## config.mk

```make
export PLATFORM = sky130hd
export DESIGN_NAME = harmonic_phase_accumulator
export DESIGN_NICKNAME = d
export VERILOG_FILES = /design/src/rtl/addatone_pkg.sv /design/src/rtl/harmonic_phase_ram.sv /design/src/rtl/harmonic_phase_accumulator.sv
export SDC_FILE = /design/constraint.sdc
export NUM_CORES = 1
export LEC_CHECK = 0
export CAP_MARGIN = 20
export CORE_ASPECT_RATIO = 0.6
export CORE_UTILIZATION = 35
export DETAILED_ROUTE_END_ITERATION = 10
export RECOVER_POWER = 25
export SYNTH_ARGS = -nofsm -noshare
export SYNTH_HDL_FRONTEND = slang
export SYNTH_SLANG_ARGS = --single-unit
export TNS_END_PERCENT = 30
```

## constraint.sdc

```tcl
create_clock -name fpga_clock -period 18.5 [get_ports fpga_clock]
set_clock_uncertainty 0.2 [all_clocks]
set_input_delay 1.85 -clock fpga_clock [delete_from_list [all_inputs] [get_ports fpga_clock]]
set_output_delay 1.85 -clock fpga_clock [all_outputs]
set_load 0.02 [all_outputs]
```

## src/rtl/addatone_pkg.sv

```systemverilog
// Shared constants and state encoding for the additive-synthesis harmonic loop.
package addatone_pkg;
  localparam int PHASE_W   = 16;
  localparam int HARMONICS = 32;
  localparam int ADDR_W    = 5;
  localparam int NYQUIST   = 2 ** (PHASE_W - 1);

  typedef enum logic [1:0] {CLEAR, FETCH, CALC, READY} state_t;
endpackage

```

## src/rtl/harmonic_phase_ram.sv

```systemverilog
// Simple dual-port phase store: synchronous write, registered read (1-cycle latency).
module harmonic_phase_ram #(
  parameter int DEPTH  = 32,
  parameter int ADDR_W = 5,
  parameter int DATA_W = 16
) (
  input  logic              fpga_clock,
  input  logic              wr_en,
  input  logic [ADDR_W-1:0] wr_addr,
  input  logic [DATA_W-1:0] wr_data,
  input  logic [ADDR_W-1:0] rd_addr,
  output logic [DATA_W-1:0] rd_data
);
  logic [DATA_W-1:0] mem [DEPTH];

  always_ff @(posedge fpga_clock) begin
    if (wr_en) mem[wr_addr] <= wr_data;
    rd_data <= mem[rd_addr];
  end
endmodule

```

## src/rtl/harmonic_phase_accumulator.sv

```systemverilog
// Per-harmonic phase store: presents a harmonic's phase and advances it by
// (harmonic+1)*frequency on each consumer acknowledge.
module harmonic_phase_accumulator
  import addatone_pkg::*;
#(
  parameter int HARMONICS = addatone_pkg::HARMONICS,
  parameter int ADDR_W    = addatone_pkg::ADDR_W,
  parameter int PHASE_W   = addatone_pkg::PHASE_W
) (
  input  logic               fpga_clock,
  input  logic               reset,
  input  logic [PHASE_W-1:0] frequency,
  input  logic [7:0]         harmonic,
  input  logic               next_sample,
  output logic               sample_ready,
  output logic [PHASE_W-1:0] sample_position,
  output logic               above_nyquist
);
  localparam int INCR_W = 24;
  localparam logic [INCR_W-1:0] NYQ_THRESH = INCR_W'(2 ** (PHASE_W - 1));

  function automatic logic is_above_nyquist(input logic [INCR_W-1:0] incr);
    return incr >= NYQ_THRESH;
  endfunction

  function automatic logic [PHASE_W-1:0] wrap_add(input logic [PHASE_W-1:0] pos,
                                                  input logic [INCR_W-1:0]  incr);
    return pos + incr[PHASE_W-1:0];
  endfunction

  state_t              state, state_nxt;
  logic [ADDR_W-1:0]   clr_cnt;
  logic [7:0]          h_reg;
  logic [PHASE_W-1:0]  freq_latched, freq_src, rd_data, next_pos, wr_data;
  logic [INCR_W-1:0]   incr_full;
  logic [ADDR_W-1:0]   wr_addr;
  logic                wr_en;
  logic                h_in_range;

  assign h_in_range = (32'(h_reg) < 32'(HARMONICS));
  // A harmonic-0 fetch uses the frequency it is latching in the same cycle.
  assign freq_src   = (harmonic == 8'd0) ? frequency : freq_latched;

  harmonic_phase_ram #(
    .DEPTH  (HARMONICS),
    .ADDR_W (ADDR_W),
    .DATA_W (PHASE_W)
  ) u_ram (
    .fpga_clock (fpga_clock),
    .wr_en      (wr_en),
    .wr_addr    (wr_addr),
    .wr_data    (wr_data),
    .rd_addr    (harmonic[ADDR_W-1:0]),
    .rd_data    (rd_data)
  );

  always_ff @(posedge fpga_clock) begin
    if (reset) state <= CLEAR;
    else       state <= state_nxt;
  end

  always_comb begin
    state_nxt = state;
    wr_en     = 1'b0;
    wr_addr   = clr_cnt;
    wr_data   = '0;
    case (state)
      CLEAR: begin
        wr_en = 1'b1;
        if (clr_cnt == ADDR_W'(HARMONICS - 1)) state_nxt = FETCH;
      end
      FETCH: state_nxt = CALC;
      CALC:  state_nxt = READY;
      READY: begin
        if (next_sample) begin
          state_nxt = FETCH;
          wr_en     = h_in_range;
          wr_addr   = h_reg[ADDR_W-1:0];
          wr_data   = next_pos;
        end
      end
      default: state_nxt = CLEAR;
    endcase
  end

  always_ff @(posedge fpga_clock) begin
    if (reset) begin
      clr_cnt         <= '0;
      freq_latched    <= '0;
      sample_ready    <= 1'b0;
      sample_position <= '0;
      above_nyquist   <= 1'b0;
    end else begin
      if (state == CLEAR) clr_cnt <= clr_cnt + 1'b1;
      if (state == FETCH && harmonic == 8'd0) freq_latched <= frequency;
      if (state == CALC) begin
        sample_ready    <= 1'b1;
        sample_position <= h_in_range ? rd_data : '0;
        above_nyquist   <= !h_in_range || is_above_nyquist(incr_full);
      end else if (state == READY && next_sample) begin
        sample_ready <= 1'b0;
      end
    end
  end

  // FETCH -> CALC boundary: harmonic index and its increment
  always_ff @(posedge fpga_clock) begin
    if (state == FETCH) begin
      h_reg     <= harmonic;
      incr_full <= INCR_W'({1'b0, harmonic} + 9'd1) * INCR_W'(freq_src);
    end
    // CALC -> READY boundary: advanced phase awaiting commit
    if (state == CALC) next_pos <= wrap_add(rd_data, incr_full);
  end
endmodule
```

# Yosys cells after proc, flatten, opt, wreduce, memory -nomap -nowiden

Memory sizes are Yosys's and may differ from the RTL's. A register that Yosys moved wholly into a read port is not among the register bits.
Index checks and enable logic that the tools add are counted.

Bits in registers: 89
Bits in latches: 0
RAM bits: 512
ROM bits: 0
Bits of input ports: 27
Output and inout port bits: 18
Word-level logic and storage cells: 45
Memories kept: 1

Memory list:

| memory    | depth | width | read ports | clocked after Yosys merged registers in | wr ports | RTL line                 | source |
|---|---|---|---|---|---|---|---|
| u_ram.mem | 32    | 16    | 1          | 1                                       | 1        | harmonic_phase_ram.sv:14 | `logic [DATA_W-1:0] mem [DEPTH];` |

Add/subtract/negate cells: 3
Multiply operators: 1
Div/mod/pow operators: 0
$lt $le $gt $ge: 2
Equality and inequality tests: 6
Shift operators: 0
Mux-type cells: 15
Bitwise operators: 0
Reductions and logical operators: 8

Operators with widths:

| cell                                                  | number |
|---|---|
| 2-to-1 mux 16 bit                                     | 4 |
| >= comparator 24 x 16 -> 1 bit, second input constant | 1 |
| multiplier 9 x 16 -> 24 bit                           | 1 |
| adder 16 bit                                          | 1 |
| 2-to-1 mux 5 bit                                      | 2 |
| adder 8 x 1 -> 9 bit, second input constant           | 1 |
| logical NOT 8 bit                                     | 1 |
| < comparator 8 x 6 -> 1 bit, second input constant    | 1 |
| case mux 2 bit (4 select lines)                       | 1 |
| adder 5 x 1 -> 5 bit, second input constant           | 1 |
| equality test 5 bit, second input constant            | 1 |
| 2-to-1 mux 1 bit                                      | 5 |
| equality test 2 bit, second input constant            | 2 |
| 2-to-1 mux 2 bit                                      | 2 |
| inequality test 2 bit, second input constant          | 2 |
| equality test 2 x 1 -> 1 bit, second input constant   | 1 |
| logical AND 1 bit                                     | 2 |
| logical NOT 2 bit                                     | 1 |
| case mux 1 bit (2 select lines)                       | 1 |
| AND reduction 2 bit                                   | 1 |
| nonzero test 2 bit                                    | 1 |
| logical NOT 1 bit                                     | 1 |
| logical OR 1 bit                                      | 1 |

# Longest topological paths before layout

Gate-level depths: netlist (run 1).

Depth in word-level cells: 5
Depth in mapped cells: 28
Gate-level depth less buffers: 23

# Modules after synthesis

From an unflattened synthesis (run 1), not the netlist that was laid out.

Cell total of the unflattened synthesis: 2083
Area total of the unflattened synthesis: 29165.5 sq um

Modules (own cells, without submodules):

| module                     | times used | cells each | area each (sq um) | sequential area each (sq um) |
|---|---|---|---|---|
| harmonic_phase_ram         | 1          | 1143       | 20535.9           | 15695.1 |
| harmonic_phase_accumulator | 1          | 940        | 8629.5            | 2262.2 |

# Least setup slack after synthesis (run 1)

Ideal clock, no wire load.

Kind: input to register
Start: input port harmonic[0]
End: register incr_full[21], data pin
Library setup time: 0.266 ns
Data arrival time: 7.720 ns
Required time: 18.034 ns
Slack: 10.314 ns
Stages: 26
Buffers on the path: 5
Path through: buf_2 buf_2 inv_1 clkbuf_1 ha_1 nor4b_2 nand2_1 buf_2 buf_4 mux2_2 nand2_1 fa_1 fa_1 inv_1 fa_1 inv_1 fa_1 inv_1 ha_1 a21oi_1 o21ai_1 o21a_1 a32o_1 a2111oi_0 nor3_1 xor2_1

Word-level cells in the longest chain between the ends: 3
Elaborated cells on any way between the ends: 4
Those cells by class: 1 x add/sub; 1 x mul; 1 x mux; 1 x reduce/logical

RTL lines:

| element                                                                      | RTL line                          | source |
|---|---|---|
| start, declared                                                              | harmonic_phase_accumulator.sv:13  | `input logic [7:0] harmonic,` |
| parallel branches: the longest is 2 deep, another holds adder 8 x 1 -> 9 bit | n/a                               |  |
| multiplier 9 x 16 -> 24 bit (*)                                              | harmonic_phase_accumulator.sv:110 | `incr_full <= INCR_W'({1'b0, harmonic} + 9'd1) * INCR_W'(freq_src);` |
| end signal, assigned                                                         | harmonic_phase_accumulator.sv:110 |  |
| end, declared                                                                | harmonic_phase_accumulator.sv:35  | `logic [INCR_W-1:0] incr_full;` |

Mark *: on every way between the ends.
A chain may end at the register's enable or synchronous reset.

# Worst setup path in the final report (run 1)

Start: input port harmonic[2]
End: register incr_full[21], data pin

The elaborated chain is that of the path after synthesis.

==> results of run 1 <==
==> layout by cell type (no fill, tap or decap), types with 16 or more instances in the layout <==
master / instances
ha_1: 66
nand3_1: 26
buf_4: 41
xor2_1: 16
nand2b_1: 22
and3_1: 24
a21oi_1: 56
clkbuf_1: 29
inv_1: 141
mux2_2: 30
fa_1: 99
nor2_1: 79
edfxtp_1: 560
dfxtp_1: 57
mux4_2: 160
mux2i_1: 16
xnor2_1: 30
nor2_2: 33
nand2_1: 130
clkbuf_16: 57
clkdlybuf4s50_1: 35
==> final timing paths <==
path / end / slack, ps / cells past startpoint
hold / removal: freq_latched[11] / 260 / 2
hold reg to reg: freq_latched[11] / 260 / 2
setup reg to reg: incr_full[21] / 12640 / 17
setup / recovery: incr_full[21] / 8210 / 22
==> power by group <==
part	leakage [nW]	total, mW	internal [mW]	switching [mW]
logic	4.94	0.394	0.140	0.255
registers	6.46	1.65	1.62	0.0306
clock network	0.853	1.14	0.620	0.522
==> per-stage QoR <==
stage | util | std cells | hold slack [ps]
after floorplan | - | 1712 | 233
after CTS | 0.402 | 2907 | 261
final | 0.403 | 2921 | 261
after global routing | 0.403 | 2921 | 275
after global placement | 0.380 | 2807 | 241
after detailed placement | 0.380 | 2808 | 252
==> cell usage after synthesis, types with 6 or more instances <==
| library cell | n | area, um^2 |
|---|---|---|
| nand2_1 | 130 | 488 |
| mux4_2 | 160 | 3600 |
| a21o_1 | 14 | 105 |
| buf_2 | 17 | 85.1 |
| buf_1 | 11 | 41.3 |
| o21a_1 | 6 | 45.0 |
| a21oi_1 | 56 | 280 |
| nor2_1 | 111 | 417 |
| nand2b_1 | 22 | 138 |
| inv_1 | 141 | 529 |
| and2_1 | 11 | 68.8 |
| nor3_1 | 8 | 40.0 |
| ha_1 | 66 | 826 |
| nand3_1 | 26 | 130 |
| mux2i_1 | 16 | 160 |
| buf_4 | 6 | 45.0 |
| edfxtp_1 | 560 | 16800 |
| xnor2_1 | 30 | 263 |
| clkbuf_1 | 27 | 101 |
| and3_1 | 24 | 150 |
| mux2_2 | 30 | 338 |
| o21ai_0 | 10 | 50.1 |
| fa_1 | 99 | 1980 |
| nor2b_1 | 8 | 50.1 |
| xor2_1 | 16 | 140 |
| or2_2 | 7 | 43.8 |
| dfxtp_1 | 57 | 1140 |
==> worst reg2reg max path, stage by stage (launching register included) <==
cell and delay (ps):
dfxtp_1 320, mux2i_1 630, or2_2 240, fa_1 440, fa_1 560, inv_1 50, fa_1 470, inv_1 50
fa_1 470, inv_1 40, ha_1 320, a21oi_1 250, o21ai_1 170, o21a_1 280, a32o_1 350, a2111oi_0 460
nor3_1 140, xor2_1 160
==> per-layer routing <==
metal	GRT usage	part of all wire
met1	0.272	0.49
met2	0.220	0.41
met3	0.0351	0.081
met4	0.0309	0.015
met5	0	0
==> area by class of cell <==
cell class	count	area (um^2)	area share
clock buffers	73	1510	0.0467
multi-input cells	891	9740	0.302
inverters	141	529	0.0164
clock inverters	26	267	0.00826
well taps	1066	1330	0.0413
repair buffers	107	927	0.0287
flip-flops and latches	617	18000	0.557
==> kinds of logic (layout without fill, tap and decap cells) <==
logic type,count (synthesis),count (layout),share of synthesized area
DFF,617,617,0.632
and+or+nand+nor,356,356,0.0561
muxes,206,206,0.144
buffers and inverters,204,347,0.0290
adders and majority gates,165,165,0.0987
AOI/OAI and AO/OA,117,117,0.0257
xor gates and xnor gates,47,47,0.0147
==> metrics.md, run 1 <==
| Metric | Value |
|---|---|
| RSZ-0062 raised after global routing | `false` |
| Mean Syn Cell Area | `16.6 um^2` |
| Gate Count Post-Synth | `1,712` |
| Routed Antenna Nets | `0` |
| Routed len/inst | `23.3 um` |
| Status | `finished with violations` |
| CTS Root Cell | `clkbuf_16` |
| Vias in the first global route | `14,900` |
| Residual DRC | `0` |
| Most flops, register | `u_ram.mem` |
| Crit path time final | `10,290 ps` |
| CP max stage delay | `2340 ps` |
| Routed vias/inst | `5.25` |
| CTS tree | `done` |
| FF-to-FF Start | `freq_latched[3]` |
| Row count | `80` |
| Slew headroom | `-1.49` |
| IO Port Bufs | `44` |
| Setup slack at placement | `9190 ps` |
| Yosys warns | `0` |
| Initial antenna violation count | `0` |
| Total GRT Usage | `0.165` |
| Synth Register Bits | `617` |
| Period Utilization, post-route | `0.556` |
| Final instance area | `32,300 um^2` |
| CP bufs+invs | `5` |
| Area of placed instances | `30,400 um^2` |
| Final TNS setup | `0 ps` |
| LEAKAGE | `12.3 nW` |
| Hold WC Path Type | `flop to flop` |
| Detailed Route Iter0 Violations | `1,476` |
| Hold_sp | `freq_latched[11]` |
| Syn nets | `1,904` |
| Sequential-to-total area share from yosys stat | `0.632` |
| CTS Buffer Depth | `3` |
| Inserted Diodes | `0` |
| Most used flip-flop cell after synthesis | `edfxtp_1` |
| Setup crit end kind | `flop` |
| Worst setup SP type | `input pin` |
| Crit. Startpoint | `harmonic[2]` |
| Total Power | `3.19 mW` |
| Die Y | `223 um` |
| Remaining Overflow, GRT | `0` |
| CTS Sinks | `617` |
| Failing checks | `capacitance limit, slew limit` |
| CTS Buf Count | `56` |
| CTS clk-pin slew, worst paths | `70 ps` |
| Max Slew Vio Count | `305` |
| Max-cap violations | `8` |
| Critical path fanouts, max | `39` |
| CORE AREA | `80,000 um^2` |
| CP most frequent cell | `fa_1` |
| CP delay by family, top | `buffers and inverters` |
| Area added between synthesis and finish | `13.4%` |
| Hold Fails Final Rpt | `0` |
| Number of I/O pins | `45` |
| Cell Pwr Density | `98.8 nW/um^2` |
| Drt total wl | `68,100 um` |
| Worst IR Drop VDD | `0.0707 mV` |
| CTS hold repair buffers | `0` |
| Regs by FF count | `u_ram.mem: 512 flops, incr_full: 24 flops` |
| Post-synth EDFFs | `560` |
| Post-CTS sizing | `0` |
| Share of layout cells above drive strength 1 | `0.197` |
| DP HPWL | `45,100 um` |
| Slowest cell on crit path | `clkbuf_1` |
| Setup ws final | `8210 ps` |
| Die area | `82,400 um^2` |
| Slew @ Worst Pin | `3740 ps` |
| Max FFs per register | `512` |
| Async SR Flop Fraction | `0` |
| Fill cells | `7,145` |
| H-tree depth | `2` |
| Critical path, cell by cell | `buf_2 -> clkbuf_1 -> nand3_1 -> nor3_1 -> and3_1 -> xor2_2 -> nand2_1 -> fa_1 -> fa_1 -> inv_1 -> fa_1 -> inv_1 -> fa_1 -> inv_1 -> ha_1 -> a21oi_1 -> o21ai_1 -> o21a_1 -> a32o_1 -> a2111oi_0 -> nor3_1 -> xor2_1` |
| Critical path class | `input pin to flop` |
| Fmax | `97.2 MHz` |
| Mapped cell area | `28,400 um^2` |
| Effective utilization at floorplan | `0.356` |
| First-pass GRT wire length | `100,000 um` |
| Final net count | `2,006` |
| Vias | `15,300` |
| Worst Path Arrival | `10,460 ps` |
| Die W | `370 um` |
| Unique masters post-synth | `51` |
| TritonRoute pass-1 iters | `5` |
| Setup-failing EPs final | `0` |
| GPL Wtd Cong | `0.886` |
| Setup Buffers After CTS | `0` |
| Clk_lat worst skew | `630 ps` |
| Largest net degree at the start of global routing | `60` |
| Critical Path RT | `18,670 ps` |
Note: power is estimated with default switching activity, not from simulation.
==> run 2, diff against run 1 <==
clock period = 9.3 ns   (was 18.5 ns; I/O delays follow)
==> run 2 against run 1 <==
Effect of this change: the run still ends with capacitance limit, slew limit left; non-clock buffer count shrank 3; register-to-register slack worse by 9100 ps; highest routed layer unchanged; flip-flop and latch count did not move; worst hold slack worse by 2.1 ps; setup slack worse by 6200 ps; first-iteration DRC count grew 15%; global-route usage grew 0.055 points; largest power group unchanged; critical path depth unchanged.
==> metrics.md, run 2 (same netlist as run 1, synthesis figures left out) <==
| Metric | Value |
|---|---|
| Regs by FF count | `u_ram.mem: 512 flops, incr_full: 24 flops` |
| CP bufs+invs | `5` |
| CP most frequent cell | `fa_1` |
| Crit path time final | `7260 ps` |
| Switch share | `0.253` |
| Hold EP | `freq_latched[12]` |
| Fill cells | `7,112` |
| Area of placed instances | `30,400 um^2` |
| Critical path class | `input pin to flop` |
| CTS tree | `done` |
| Remaining Overflow, GRT | `0` |
| Reg-to-reg endpoint | `incr_full[21]` |
| Pint | `4.79 mW` |
| Total GRT Usage | `0.166` |
| Slowest cell on crit path | `fa_1` |
| IO Port Bufs | `44` |
| CTS clk-pin slew, worst paths | `70 ps` |
| Commonest non-fill, non-tap cell in the layout | `edfxtp_1` |
| Clock power frac | `0.366` |
| CTS Buffer Depth | `3` |
| FF-to-FF setup slack | `3590 ps` |
| CTS Sinks | `617` |
| DP HPWL | `44,800 um` |
| RSZ-0062 raised after global routing | `false` |
| Die area | `82,400 um^2` |
| Share of layout cells above drive strength 1 | `0.201` |
| Hold_sp | `freq_latched[12]` |
| Die Y | `223 um` |
| CTS Buf Count | `56` |
| Row count | `80` |
| Vias | `15,300` |
| Hold WC Path Type | `flop to flop` |
| Max Slew Vio Count | `305` |
| Final TNS setup | `0 ps` |
| Logic gate share of total power | `0.122` |
| Max FFs per register | `512` |
| Sequential Power Share | `0.512` |
| Max-cap violations | `7` |
| Detailed Route Iter0 Violations | `1,693` |
| Die W | `370 um` |
| Setup crit end kind | `flop` |
| Setup-failing EPs final | `0` |
| Initial antenna violation count | `0` |
| Routed vias/inst | `5.25` |
| Area of the multi-input gates | `9740 um^2` |
| Clk_lat worst skew | `650 ps` |
| Critical Path RT | `9470 ps` |
| Placed cell count | `2,808` |
| Setup Buffers After CTS | `0` |
| Residual DRC | `0` |
| LEAKAGE | `12.3 nW` |
| Inserted Diodes | `0` |
| Worst setup SP type | `input pin` |
| Net switching power | `1.62 mW` |
| FF-to-FF Start | `freq_latched[6]` |
| Fmax | `138 MHz` |
| Hold Fails Final Rpt | `0` |
| Worst IR Drop VDD | `0.153 mV` |
| H-tree depth | `2` |
| CP delay by family, top | `adder cells` |
| Drt total wl | `67,900 um` |
| Critical path fanouts, max | `22` |
| Status | `finished with violations` |
| Number of I/O pins | `45` |
| CORE AREA | `80,000 um^2` |
| Critical path, cell by cell | `clkdlybuf4s50_1 -> buf_4 -> nand3_1 -> nor3_1 -> and3_1 -> xor2_2 -> nand2_1 -> fa_1 -> fa_1 -> inv_1 -> fa_1 -> inv_1 -> fa_1 -> inv_1 -> ha_1 -> a21oi_1 -> o21ai_1 -> o21a_1 -> a32o_1 -> a2111oi_0 -> nor3_1 -> xor2_1` |
| Final instance area | `32,300 um^2` |
| Routed len/inst | `23.2 um` |
| Largest net degree at the start of global routing | `60` |
| Failing checks | `capacitance limit, slew limit` |
| Post-CTS sizing | `0` |
| Slew headroom | `-1.74` |
| Period Utilization, post-route | `0.780` |
| CTS Root Cell | `clkbuf_16` |
| CTS hold repair buffers | `0` |
| Register area | `18,000 um^2` |
| R2r worst-path depth | `17` |
| Effective utilization at floorplan | `0.356` |
| Cell Pwr Density | `199 nW/um^2` |
| Final Non-Filler Cells | `2,925` |
| Final net count | `2,003` |
| TritonRoute pass-1 iters | `5` |
| Worst Path Arrival | `7430 ps` |
| Area added between synthesis and finish | `13.6%` |
| Slew @ Worst Pin | `4110 ps` |
| Hold Path Depth | `2` |
| First-pass GRT wire length | `101,000 um` |
| GPL Wtd Cong | `0.903` |
| CP max stage delay | `520 ps` |
| Most flops, register | `u_ram.mem` |
| Routed Antenna Nets | `0` |
| Most frequent cells in the layout | `edfxtp_1 (560), mux4_2 (160), inv_1 (141), nand2_1 (130), fa_1 (99)` |
| Vias in the first global route | `15,100` |
==> run 2: layout make-up <==
type / count / area share
clock buffers: 69 / 0.0459
clock inverters: 37 / 0.0117
inverters: 141 / 0.0164
multi-input cells: 891 / 0.302
flip-flops and latches: 617 / 0.556
well taps: 1066 / 0.0413
repair buffers: 104 / 0.0269
==> run 2: layer usage <==
| metal | vias up | wire length (um) | global-route usage |
|---|---|---|---|
| met2 | 539 | 27700 | 0.218 |
| met5 | - | 0 | 0 |
| li1 | 6598 | - | - |
| met3 | 84 | 5620 | 0.0354 |
| met1 | 8123 | 33500 | 0.275 |
| met4 | 0 | 1110 | 0.0329 |
==> run 2: stage by stage <==
step / setup slack [ps] / power, mW / hold WS, ps / util
detailed placement: 1450 / 4.12 / 248 / 0.380
global placement: 1450 / 4.10 / 243 / 0.380
CTS: 2120 / 6.47 / 259 / 0.403
global route: 1630 / 6.65 / 274 / 0.404
floorplan: 2030 / 3.81 / 233 / -
finish: 2040 / 6.42 / 259 / 0.404
==> run 2: worst reg2reg max path: cells and delay by family, from the launching register on <==
family                   cells  cell delay, ps
XOR/XNOR                     1             160
buffers and inverters        3             180
flip-flops                   1             310
multiplexers                 1             670
AO/OA/AOI/OAI                5            1410
AND/OR/NAND/NOR              2             340
adder cells (fa/ha/maj)      5            2200
==> run 2: power groups by stage <==
stage	registers (mW)	logic, mW	clock network (mW)
floorplan	3.32	0.491	0
global placement	3.33	0.768	0
detailed placement	3.34	0.776	0
CTS	3.28	0.782	2.40
global route	3.30	0.848	2.50
finish	3.29	0.783	2.35
==> run 2: worst max-delay path by stage <==
stage                           start       endpoint  slack [ps]  cells past startpoint
after global routing      harmonic[3]  incr_full[21]        1630                     22
after CTS                 harmonic[3]  incr_full[22]        2120                     21
final                     harmonic[3]  incr_full[21]        2040                     22
after floorplan           harmonic[0]  incr_full[21]        2030                     26
after global placement    harmonic[3]  incr_full[21]        1450                     21
after detailed placement  harmonic[3]  incr_full[21]        1450                     22
==> run 3, diff against run 2 <==
clock period = 6.9 ns   (was 9.3 ns; I/O delays follow)
==> run 3 against run 2 <==
Effect of this change: the flow still finishes with violations (capacitance limit, slew limit); critical path depth grew 2; final cell count grew 1.5%; via count grew 0.81%; flip-flop and latch count is the same; sequential power grew 35%; core utilization grew 0.60 points; clock-buffer cell count shrank 10; design area grew 1.5%; global-route usage grew 0.16 points; power grew 37%; highest routed layer unchanged.
==> metrics.md, run 3 (same netlist as run 1, synthesis figures left out) <==
| Metric | Value |
|---|---|
| Status | `finished with violations` |
| Failing checks | `capacitance limit, slew limit` |
| CTS Buf Count | `55` |
| Worst setup SP type | `input pin` |
| CTS clk-pin slew, worst paths | `70 ps` |
| Detailed Route Iter0 Violations | `1,613` |
| Critical path class | `input pin to flop` |
| Fill cells | `7,157` |
| CP max stage delay | `560 ps` |
| Area added between synthesis and finish | `15.3%` |
| Hold Fails Final Rpt | `0` |
| Global Route met1 Usage | `0.273` |
| Period Utilization, post-route | `0.935` |
| TritonRoute pass-1 iters | `5` |
| LEAKAGE | `12.6 nW` |
| Crit path time final | `6450 ps` |
| GPL Wtd Cong | `0.894` |
| Final TNS setup | `0 ps` |
| IO Port Bufs | `44` |
| CTS Buffer Depth | `3` |
| Critical Path RT | `7080 ps` |
| First-pass GRT wire length | `102,000 um` |
| Share of layout cells above drive strength 1 | `0.220` |
| Commonest non-fill, non-tap cell in the layout | `edfxtp_1` |
| CTS Sinks | `617` |
| Slowest cell on crit path | `fa_1` |
| Setup crit end kind | `flop` |
| Number of I/O pins | `45` |
| Die W | `370 um` |
| DP HPWL | `46,100 um` |
| Setup-failing EPs final | `0` |
| Routed len/inst | `23.1 um` |
| Most frequent cells in the layout | `edfxtp_1 (560), mux4_2 (160), inv_1 (141), nand2_1 (129), fa_1 (99)` |
| Most flops, register | `u_ram.mem` |
| Reg-to-reg endpoint | `incr_full[22]` |
| Row count | `80` |
| Met3 Resource Use GR | `0.0352` |
| Fmax | `155 MHz` |
| Critical path, cell by cell | `clkdlybuf4s50_1 -> nor4b_2 -> nand2_2 -> buf_4 -> mux2i_1 -> buf_4 -> nor2_1 -> fa_1 -> ha_1 -> ha_1 -> inv_1 -> fa_1 -> inv_1 -> ha_1 -> inv_1 -> fa_1 -> nor2b_1 -> o211ai_1 -> a31oi_1 -> a311oi_2 -> buf_4 -> o21ai_1 -> a311oi_2 -> xnor2_1` |
| Crit path to | `incr_full[22]` |
| Area of placed instances | `30,700 um^2` |
| FF-to-FF Start | `freq_latched[3]` |
| Fin util | `0.410` |
| Slew headroom | `-1.33` |
| Grt met2 use | `0.226` |
| Max-cap violations | `3` |
| Max FFs per register | `512` |
| Hold WC Path Type | `flop to flop` |
| FF-to-FF setup slack | `1490 ps` |
| Setup slack at placement | `-40.2 ps` |
| Initial antenna violation count | `0` |
| Inserted Diodes | `0` |
| Cell Pwr Density | `269 nW/um^2` |
| R2r worst-path depth | `21` |
| CTS Root Cell | `clkbuf_16` |
| Drt total wl | `68,600 um` |
| Routed Antenna Nets | `0` |
| CTS hold repair buffers | `0` |
| Total GRT Usage | `0.167` |
| Die Y | `223 um` |
| Die area | `82,400 um^2` |
| RSZ-0062 raised after global routing | `false` |
| Total Power | `8.81 mW` |
| Crit. Startpoint | `harmonic[3]` |
| Critical path fanouts, max | `13` |
| Setup Buffers After CTS | `0` |
| Clk_lat worst skew | `650 ps` |
| Busiest layer in global routing | `met1` |
| Remaining Overflow, GRT | `0` |
| CTS tree | `done` |
| Routed vias/inst | `5.21` |
| Slew @ Worst Pin | `3500 ps` |
| Final instance area | `32,800 um^2` |
| Worst Path Arrival | `6630 ps` |
| H-tree depth | `2` |
| Vias | `15,500` |
| Final net count | `2,049` |
| Worst IR Drop VDD | `0.179 mV` |
| CORE AREA | `80,000 um^2` |
| Setup ws final | `448 ps` |
| Vias in the first global route | `15,300` |
| Effective utilization at floorplan | `0.356` |
| Largest net degree at the start of global routing | `87` |
| Post-CTS sizing | `0` |
| Residual DRC | `0` |
| Regs by FF count | `u_ram.mem: 512 flops, incr_full: 24 flops` |
| Max Slew Vio Count | `173` |
run 3: cell count changes in the layout (fill, tap and decap cells not counted), moves of 2 or more:
cell             change
buf_4               +46
clkinv_2            -11
clkbuf_1            -10
clkinv_1            +10
bufinv_16            +6
clkdlybuf4s50_1      +4
dlygate4sd3_1        -4
buf_8                +3
clkinv_4             +3
clkinvlp_4           -3
clkbuf_16            -2
run 3: worst min-delay path by stage:
stage	start	end	slack, ps	cells past startpoint
after global routing	freq_latched[12]	freq_latched[12]	280	2
after global placement	freq_latched[12]	freq_latched[12]	240	2
after floorplan	freq_latched[10]	freq_latched[10]	230	2
after detailed placement	freq_latched[12]	freq_latched[12]	250	2
after CTS	freq_latched[12]	freq_latched[12]	260	2
final	freq_latched[12]	freq_latched[12]	250	2
run 3: final cells by class:
class                           instances  area [um^2]  area share
Sequential cell                       617        18000       0.548
Multi-Input combinational cell        891         9740       0.297
Clock buffer                           59         1390      0.0425
Tap cell                             1066         1330      0.0407
Timing Repair Buffer                  151         1250      0.0380
Clock inverter                         43          573      0.0175
Inverter                              141          529      0.0161
run 3: power breakdown:
part	total, mW	internal (mW)	leakage [nW]	switching, mW
Clock	3.31	1.89	0.948	1.42
Sequential	4.43	4.35	6.46	0.0852
Combinational	1.07	0.388	5.16	0.683
run 3: metrics by stage:
| step | hold WS [ps] | std cells |
|---|---|---|
| 2_1_floorplan | 233 | 1712 |
| 3_3_place_gp | 244 | 2854 |
| 3_5_place_dp | 247 | 2854 |
| 4_1_cts | 256 | 2956 |
| 5_1_grt | 282 | 2968 |
| 6_report | 253 | 2968 |
run 3: routing by layer:
layer / vias to the layer above / share of wire / routed length, um
met4: 0 / 0.013 / 913
li1: 6700 / - / -
met3: 75 / 0.078 / 5340
met2: 523 / 0.42 / 28500
met1: 8171 / 0.49 / 33900
met5: - / 0 / 0
run 3: worst max-delay path: cells and delay by family:
family / cells / cell delay (ps)
mux: 1 / 220
buf+inv: 7 / 1310
compound gates: 5 / 1240
xor+xnor: 1 / 140
fa+ha+maj: 6 / 2140
simple gates: 4 / 880
